### config.mk
export PLATFORM = sky130hd
export DESIGN_NAME = mul_div_seq
export DESIGN_NICKNAME = d
export VERILOG_FILES = /design/src/rtl/mul_div_seq_pkg.sv /design/src/rtl/mul_div_step.sv /design/src/rtl/mul_div_seq.sv
export SDC_FILE = /design/constraint.sdc
export NUM_CORES = 1
export LEC_CHECK = 0
export ABC_AREA = 1
export CAP_MARGIN = 20
export CORE_MARGIN = 3
export CORE_UTILIZATION = 35
export DETAILED_ROUTE_END_ITERATION = 12
export GPL_TIMING_DRIVEN = 0
export HOLD_SLACK_MARGIN = 0.1
export PLACE_DENSITY = 0.61
export SLEW_MARGIN = 5
export SYNTH_ARGS = -nofsm -noshare
export SYNTH_HDL_FRONTEND = slang
export SYNTH_SLANG_ARGS = --single-unit
### constraint.sdc
create_clock -name clk -period 2.1 [get_ports clk]
set_input_delay 0.315 -clock clk [delete_from_list [all_inputs] [get_ports clk]]
set_output_delay 0.315 -clock clk [all_outputs]
set_load 0.01 [all_outputs]
### src/rtl/mul_div_seq_pkg.sv
`default_nettype none
// ============================================================================
// Module      : mul_div_seq_pkg
// Description : Shared constants and types for the sequential MULTU/DIVU unit:
//               shared-ALU control codes, operation encodings, FSM states.
// Revision    : 1.0 - initial release
// ============================================================================
package mul_div_seq_pkg;

    // Control codes understood by the shared ALU
    localparam logic [3:0] C_ALU_AND = 4'd0;
    localparam logic [3:0] C_ALU_OR  = 4'd1;
    localparam logic [3:0] C_ALU_ADD = 4'd2;
    localparam logic [3:0] C_ALU_SUB = 4'd6;
    localparam logic [3:0] C_ALU_SLT = 4'd7;
    localparam logic [3:0] C_ALU_NOR = 4'd12;

    // Operation select encodings
    localparam logic C_OP_MULTU = 1'b0;
    localparam logic C_OP_DIVU  = 1'b1;

    // Number of granted shift/add (or shift/subtract) steps per operation
    localparam int unsigned C_NUM_ITER = 32;

    // Sequencer states
    typedef enum logic [1:0] {
        S_IDLE = 2'd0,
        S_LOAD = 2'd1,
        S_ITER = 2'd2,
        S_DONE = 2'd3
    } state_e;

endpackage
`default_nettype wire

### src/rtl/mul_div_step.sv
`default_nettype none
// ============================================================================
// Module      : mul_div_step
// Description : Combinational single iteration of the shift/add multiplier
//               and restoring divider. Chooses the shared-ALU operands for the
//               selected operation and forms the next hi/lo from the ALU
//               result. Divide datapath is present only when the macro
//               MUL_DIV_SEQ_DIV_EN is defined.
// Revision    : 1.0 - initial release
// ============================================================================
module mul_div_step
    import mul_div_seq_pkg::*;
(
    input  logic        op_i,
    input  logic [31:0] hi_i,
    input  logic [31:0] lo_i,
    input  logic [31:0] operand_i,
    input  logic [31:0] alu_result_i,
    input  logic        alu_cout_i,
    output logic [3:0]  alu_ctl_o,
    output logic [31:0] alu_a_o,
    output logic [31:0] alu_b_o,
    output logic [31:0] hi_next_o,
    output logic [31:0] lo_next_o
);

`ifdef MUL_DIV_SEQ_DIV_EN
    // Partial remainder shifted left by one, pulling in the next dividend bit
    logic [31:0] w_sh;
    assign w_sh = {hi_i[30:0], lo_i[31]};
`else
    // Only multiplication is built, so the op select has no effect here
    logic w_unused_op;
    assign w_unused_op = op_i;
`endif

    // Operand selection and next hi/lo for one iteration
    always_comb begin
        // Multiply: add the multiplicand when the current multiplier bit is
        // set, then shift the 65-bit {cout, hi, lo} right by one.
        alu_ctl_o = C_ALU_ADD;
        alu_a_o   = hi_i;
        alu_b_o   = lo_i[0] ? operand_i : 32'd0;
        hi_next_o = {alu_cout_i, alu_result_i[31:1]};
        lo_next_o = {alu_result_i[0], lo_i[31:1]};
`ifdef MUL_DIV_SEQ_DIV_EN
        if (op_i == C_OP_DIVU) begin
            // Restoring divide: trial-subtract the divisor from the shifted
            // remainder. A set hi[31] means the shifted value is really 33
            // bits wide and therefore always exceeds the divisor.
            alu_ctl_o = C_ALU_SUB;
            alu_a_o   = w_sh;
            alu_b_o   = operand_i;
            if (hi_i[31] | alu_cout_i) begin
                hi_next_o = alu_result_i;
                lo_next_o = {lo_i[30:0], 1'b1};
            end else begin
                hi_next_o = w_sh;
                lo_next_o = {lo_i[30:0], 1'b0};
            end
        end
`endif
    end

endmodule
`default_nettype wire

### src/rtl/mul_div_seq.sv
`default_nettype none
// ============================================================================
// Module      : mul_div_seq
// Description : Sequential 32x32 unsigned multiply (MULTU) and, optionally,
//               unsigned divide (DIVU). One iteration per granted cycle of a
//               shared ALU; results land in hi/lo.
//               Optional feature macro: MUL_DIV_SEQ_DIV_EN (enables DIVU).
// Revision    : 1.0 - initial release
// ============================================================================
module mul_div_seq
    import mul_div_seq_pkg::*;
(
    input  logic        clk,
    input  logic        rst,
    input  logic        start,
    input  logic        op,
    input  logic [31:0] rs_val,
    input  logic [31:0] rt_val,
    output logic        busy,
    output logic        done,
    output logic [31:0] hi,
    output logic [31:0] lo,
    output logic        alu_req,
    input  logic        alu_gnt,
    output logic [3:0]  alu_ctl,
    output logic [31:0] alu_a,
    output logic [31:0] alu_b,
    input  logic [31:0] alu_result,
    input  logic        alu_cout
);

    state_e      state_q;
    logic [4:0]  count_q;
    logic        op_q;
    logic [31:0] src_a_q;
    logic [31:0] src_b_q;
    logic [31:0] operand_q;
    logic [31:0] hi_q;
    logic [31:0] lo_q;
    logic        busy_q;
    logic        done_q;
    logic        alu_req_q;

    logic        w_start_ok;
    logic        w_iter;
    logic [3:0]  w_step_ctl;
    logic [31:0] w_step_a;
    logic [31:0] w_step_b;
    logic [31:0] w_hi_next;
    logic [31:0] w_lo_next;

    // A start request is accepted only for operations this build supports
`ifdef MUL_DIV_SEQ_DIV_EN
    assign w_start_ok = start;
`else
    assign w_start_ok = start & (op == C_OP_MULTU);
`endif

    assign w_iter = (state_q == S_ITER);

    mul_div_step u_step (
        .op_i         (op_q),
        .hi_i         (hi_q),
        .lo_i         (lo_q),
        .operand_i    (operand_q),
        .alu_result_i (alu_result),
        .alu_cout_i   (alu_cout),
        .alu_ctl_o    (w_step_ctl),
        .alu_a_o      (w_step_a),
        .alu_b_o      (w_step_b),
        .hi_next_o    (w_hi_next),
        .lo_next_o    (w_lo_next)
    );

    // The shared ALU sees our operands only while iterating; they derive
    // purely from registers, so they stay frozen while the grant is withheld.
    assign alu_ctl = w_iter ? w_step_ctl : 4'd0;
    assign alu_a   = w_iter ? w_step_a   : 32'd0;
    assign alu_b   = w_iter ? w_step_b   : 32'd0;

    assign busy    = busy_q;
    assign done    = done_q;
    assign alu_req = alu_req_q;
    assign hi      = hi_q;
    assign lo      = lo_q;

    // Sequencer: state, iteration counter, datapath registers and outputs
    always_ff @(posedge clk) begin
        if (rst) begin
            state_q   <= S_IDLE;
            count_q   <= 5'd0;
            op_q      <= C_OP_MULTU;
            src_a_q   <= 32'd0;
            src_b_q   <= 32'd0;
            operand_q <= 32'd0;
            hi_q      <= 32'd0;
            lo_q      <= 32'd0;
            busy_q    <= 1'b0;
            done_q    <= 1'b0;
            alu_req_q <= 1'b0;
        end else begin
            done_q <= 1'b0;
            case (state_q)
                S_IDLE, S_DONE: begin
                    // hi/lo keep the previous result until LOAD
                    if (w_start_ok) begin
                        state_q <= S_LOAD;
                        op_q    <= op;
                        src_a_q <= rs_val;
                        src_b_q <= rt_val;
                        busy_q  <= 1'b1;
                    end else begin
                        state_q <= S_IDLE;
                    end
                end
                S_LOAD: begin
                    state_q   <= S_ITER;
                    count_q   <= 5'd0;
                    hi_q      <= 32'd0;
                    alu_req_q <= 1'b1;
                    if (op_q == C_OP_DIVU) begin
                        lo_q      <= src_a_q;
                        operand_q <= src_b_q;
                    end else begin
                        lo_q      <= src_b_q;
                        operand_q <= src_a_q;
                    end
                end
                S_ITER: begin
                    if (alu_gnt) begin
                        hi_q    <= w_hi_next;
                        lo_q    <= w_lo_next;
                        count_q <= count_q + 5'd1;
                        if (count_q == 5'(C_NUM_ITER - 1)) begin
                            state_q   <= S_DONE;
                            busy_q    <= 1'b0;
                            alu_req_q <= 1'b0;
                            done_q    <= 1'b1;
                        end
                    end
                end
                default: begin
                    state_q <= S_IDLE;
                end
            endcase
        end
    end

endmodule
`default_nettype wire

# [Word level (Yosys, flattened, before mapping)]
# Cells that the tools add are included.
[classes] n_mux=22 n_reduce_logical=10 eq_ne=7 add_sub_neg=1 n_bitwise=4
[op_table] cell="32-bit 2-to-1 mux" n=7
[op_table] cell="32-bit case mux with 2 select lines" n=2
[op_table] cell="5-bit case mux with 2 select lines" n=1
[op_table] cell="2-bit 2-to-1 mux" n=3
[op_table] cell="2-bit case mux with 3 select lines" n=1
[op_table] cell="2-bit AND reduction" n=3
[op_table] cell="5-bit by 1-bit adder with 5-bit output, second input constant" n=1
[op_table] cell="5-bit == test, second input constant" n=1
[op_table] cell="1-bit 2-to-1 mux" n=5
[op_table] cell="5-bit 2-to-1 mux" n=1
[op_table] cell="2-bit == test, second input constant" n=2
[op_table] cell="2-bit != test, second input constant" n=2
[op_table] cell="1-bit case mux with 2 select lines" n=2
[op_table] cell="4-bit AND reduction" n=1
[op_table] cell="2-bit nonzero test" n=2
[op_table] cell="1-bit NOT" n=3
[op_table] cell="3-bit AND reduction" n=1
[op_table] cell="3-bit OR reduction" n=1
[op_table] cell="2-bit by 1-bit == test with 1-bit output, second input constant" n=1
[op_table] cell="2-bit logical NOT" n=1
[op_table] cell="2-bit by 1-bit != test with 1-bit output, second input constant" n=1
[op_table] cell="2-bit OR reduction" n=1
[op_table] cell="1-bit AND" n=1
[word_totals] inputBits=102 reg_bits=171 output_inout_bits=135

# [Longest topological paths before layout]
[depth] ltp_word=4 depth_mapped=11

# [Hierarchy]
# A second synthesis with hierarchy kept.
[unflattened] hier_cells=1259 area_unflattened_um2=8523.2
[by_module_without_submodules] module="mul_div_seq" area_each_um2=7490.9 n_inst=1 cells_each=1090 seq_area_each_um2=3423.3
[by_module_without_submodules] module="mul_div_step" area_each_um2=1032.2 n_inst=1 cells_each=169 seq_area_each_um2=0.0

# [Worst setup path after synthesis]
# Ideal clock, no wire load.
[synth_timing] kind="register to output" from="register state_q[0]" to="output port alu_b[10]" stages_incl_launch_ff=7 t_arrival_ns=1.230 slack_ns=0.555 n_path_buf=2 path_cell_list="dfxtp_1 > inv_1 > ha_1 > buf_6 > nand2_1 > clkbuf_1 > nor2_1"
[synth_between] elab_chain_len=2
[synth_rtl] item="start: declaration" line_no="mul_div_seq.sv:32" rtl="state_e state_q;"
[synth_rtl] item="start signal: assignment" line_no="mul_div_seq.sv:90" rtl="state_q <= S_IDLE;"
[synth_rtl] item="start signal: assignment" line_no="mul_div_seq.sv:107" rtl="state_q <= S_LOAD;"
[synth_rtl] item="start signal: assignment" line_no="mul_div_seq.sv:113" rtl="state_q <= S_IDLE;"
[synth_rtl] item="2-bit == test" line_no="mul_div_seq.sv:59" rtl="assign w_iter = (state_q == S_ITER);"
[synth_rtl] item="net w_iter" line_no="mul_div_seq.sv:45" rtl="logic w_iter;"
[synth_rtl] item="32-bit 2-to-1 mux" line_no="mul_div_seq.sv:79" rtl="assign alu_b = w_iter ? w_step_b : 32'd0;"
[synth_rtl] item="end: declaration" line_no="mul_div_seq.sv:27" rtl="output logic [31:0] alu_b,"
# The timed path passes the listed nets, and every way through them passes these cells.

# [Worst setup path in the final report]
[layout_timing] from="register state_q[0]" to="output port alu_b[17]"
# The elaborated chain is that of the path after synthesis.

==> metrics.txt <==
Post-Syn Area between 0.007 and 0.008 sq mm; row cnt between 50 and 60; antenna diode count 0; Cells after Synth 1087; worst endpoint required time 1780 ps; first-pass GRT wire length 40000 um; DRC marker count from the first detailed-route iteration 418; hold endpoint count_q[3]; Non-Filler Instances 1629; Clock Sinks approximately 170; die width between 150 and 200 um; post-synthesis mux area share 0%; Layout Nets around 1500; Internal approximately 0.006 W; worst ir drop on vdd ~0.00054 V; Hold Path Stages 4; CP Class register to primary output; grt met2 use between 30 and 40%; commonest cells after routing, fill and taps aside 244 x nand2_1, 169 x dfxtp_1, 168 x clkdlybuf4s50_1; Worst R2R Path Depth 7; clock power share approximately a third; area grow syn2layout 43.4%; # DRC 0; core area between 0.02 and 0.025 sq mm; largest net degree at the start of global routing 17; met1 usage around a quarter; compound-gate portion of the synthesized area between 15 and 20%; Seq/Total Area, Yosys 45.5%; initial antenna violation count 2; Min-Delay Path Class input pin to register; DR pass1 iterations 7; drt total wl 25500 um; area post-placement ~0.010 sq mm; DP Cell Count between 1500 and 2000; worst hold start rst; flops & latches, synth approximately 170; vias in the first global route around 7600; vias roughly 7800; final hold violation count 0; DR WL/cell 15.7 um; met3 Use GR under 10%; GRT Total Usage a little over a fifth; clock latency at the later pin of the worst-skew pair 420 ps; Synth Area in Adders 0.666%; post-route minimum period around 2000 ps; final-report setup violation count 0; I/O Buffers roughly 230; max-slew violations 0; final setup TNS 0 ps; initial core utilization a little over a third; Vias/cell between 4 and 5; Most Used Layer, Global Route met2; HPWL Detailed ~19000 um; RR Startpoint state_q[0]; Worst setup SP type register; largest family of logic cells by synthesized area simple AND/OR/NAND/NOR gates; YS warnings 0; final instance area 0.0108 sq mm; P per Cell Area slightly below 800 mW/mm^2; clk_skew approximately 11 ps; Die ar. ~0.023 sq mm; switching pwr around 0.0025 W; Root Buffer clkbuf_16; LEAKAGE between 4 and 5 nW; leading cell type in the layout, fill and taps excluded nand2_1; ANT nets after route 0; Synth Area in Simple Gates 25.7%; Distinct cells, synth 25; H-tree levels 4; Slew @ Worst Pin 606 ps; worst relative slew slack slightly below 60%; CP Capture Type primary output; end of the worst register-to-register path src_b_q[4]; Logic pwr share between 20% and 30%; clk slew on worst S/H paths around 60 ps; outcome completed; RD Place Congestion around 0.80; Net Sw Frac about 29%; layout cell share with drive strength beyond 1 10.7%; # Max-Cap Violations 0; crit path max fanout 10; RSZ-0062 raised after global routing yes; die span in y about 150 um; xor/xnor share of the synthesized area 0%; CTS tree built; Overflow after GRT 0; Ports 237; CTS Buf Count 17; period utilization 96.9%; Mean Syn Cell Area around 7 sq um; upper clock frequency limit between 400 and 500 MHz; Flop pwr share 44.9%; R2R Setup Slk approximately 210 ps; Worst Path Arrival approximately 1700 ps; clock buffer depth 2
## synthesized netlist by cell type
| cell type | number | area, sq um |
|---|---|---|
| nand2_1 | 245 | 920 |
| dfxtp_1 | 171 | 3420 |
| nor2_1 | 164 | 616 |
| o21ai_0 | 117 | 586 |
| inv_1 | 105 | 394 |
| a21oi_1 | 71 | 355 |
| nand3_1 | 66 | 330 |
| buf_2 | 34 | 170 |
| o211ai_1 | 32 | 240 |
| clkbuf_1 | 27 | 101 |
| o21ai_1 | 12 | 60.1 |
| buf_4 | 11 | 82.6 |
| buf_1 | 6 | 22.5 |
| buf_6 | 6 | 67.6 |
| ha_1 | 4 | 50.1 |
| inv_2 | 4 | 15.0 |
| nand2_2 | 3 | 18.8 |
| nor3_1 | 2 | 10.0 |
| conb_1 | 1 | 3.75 |
| inv_6 | 1 | 8.76 |
| nand2_4 | 1 | 11.3 |
| nand4_1 | 1 | 6.26 |
| nor2_2 | 1 | 6.26 |
| nor2_4 | 1 | 11.3 |
| o211a_1 | 1 | 10.0 |
## timing repair
action | in CTS | in global routing
buffers inserted | 4 | 1
endpoints found under the hold margin | 0 | 0
gates cloned | 1 | 1
setup endpoints to repair | 64 | 46
pin swaps | 0 | 0
hold buffers | 0 | 0
gates resized for setup | 175 | 14
## area by class of cell
| class | count | area, sq um |
|---|---|---|
| Multi-Input combinational cell | 724 | 3280 |
| Clock buffer | 22 | 464 |
| Buffer | 84 | 547 |
| Tap cell | 270 | 338 |
| Clock inverter | 9 | 72.6 |
| Inverter | 110 | 418 |
| Fill cell | 2135 | 9910 |
| Sequential cell | 171 | 3430 |
| Timing Repair Buffer | 239 | 2240 |
## through the flow
| stage | hold slack (ps) | setup slack, ps | utilization, % | total power [W] |
|---|---|---|---|---|
| after floorplan | 436 | 555 | - | 0.00475 |
| after global placement | 451 | -426 | 49.2 | 0.00560 |
| after detailed placement | 453 | -407 | 49.2 | 0.00562 |
| after CTS | 200 | -19.2 | 52.2 | 0.00862 |
| after global routing | 220 | -2.52 | 52.1 | 0.00896 |
| final | 213 | 66.1 | 52.1 | 0.00855 |
## critical path, cell delays in order, from the launching register on
cell and delay (ps):
dfxtp_2 330, inv_2 60, ha_4 150, buf_12 140, nand2_8 100, clkbuf_8 190
nor2_1 90, clkdlybuf4s15_1 240
## registers in the layout, indices dropped and copies added (netlist names)
name       cells
hi            32
src_a_q       32
src_b_q       32
alu_req        1
done           1
state_q        2
operand_q     32
busy           1
lo            32
op_q           1
count_q        5
## worst max-delay path by stage
stage | startpoint | end | slack (ps)
2_1_floorplan | state_q[0] | alu_b[10] | 550
3_3_place_gp | state_q[0] | alu_b[1] | -430
3_5_place_dp | state_q[0] | alu_b[1] | -410
4_1_cts | state_q[0] | alu_b[1] | -20
5_1_grt | state_q[0] | alu_b[15] | -3
6_report | state_q[0] | alu_b[17] | 70
## routing by layer
metal / up-vias / wire [um] / part of all wire (%)
li1: 3952 / - / -
met1: 3504 / 11100 / 44
met2: 284 / 11900 / 47
met3: 27 / 2070 / 8.1
met4: 4 / 373 / 1.5
met5: - / 25 / 0.098
## power groups by stage
stage | combinational [W] | clock, W | sequential [W]
detailed placement | 0.00173 | 0 | 0.00390
global route | 0.00197 | 0.00312 | 0.00387
floorplan | 0.000881 | 0 | 0.00387
finish | 0.00178 | 0.00294 | 0.00384
global placement | 0.00171 | 0 | 0.00390
CTS | 0.00179 | 0.00300 | 0.00383
## cells by family after synthesis
group	count (synthesis)
compound gates	233
fa+ha+maj	4
buf+inv	194
flops	171
other cells	1
simple gates	484
Note: power is estimated with default switching activity, not from simulation.
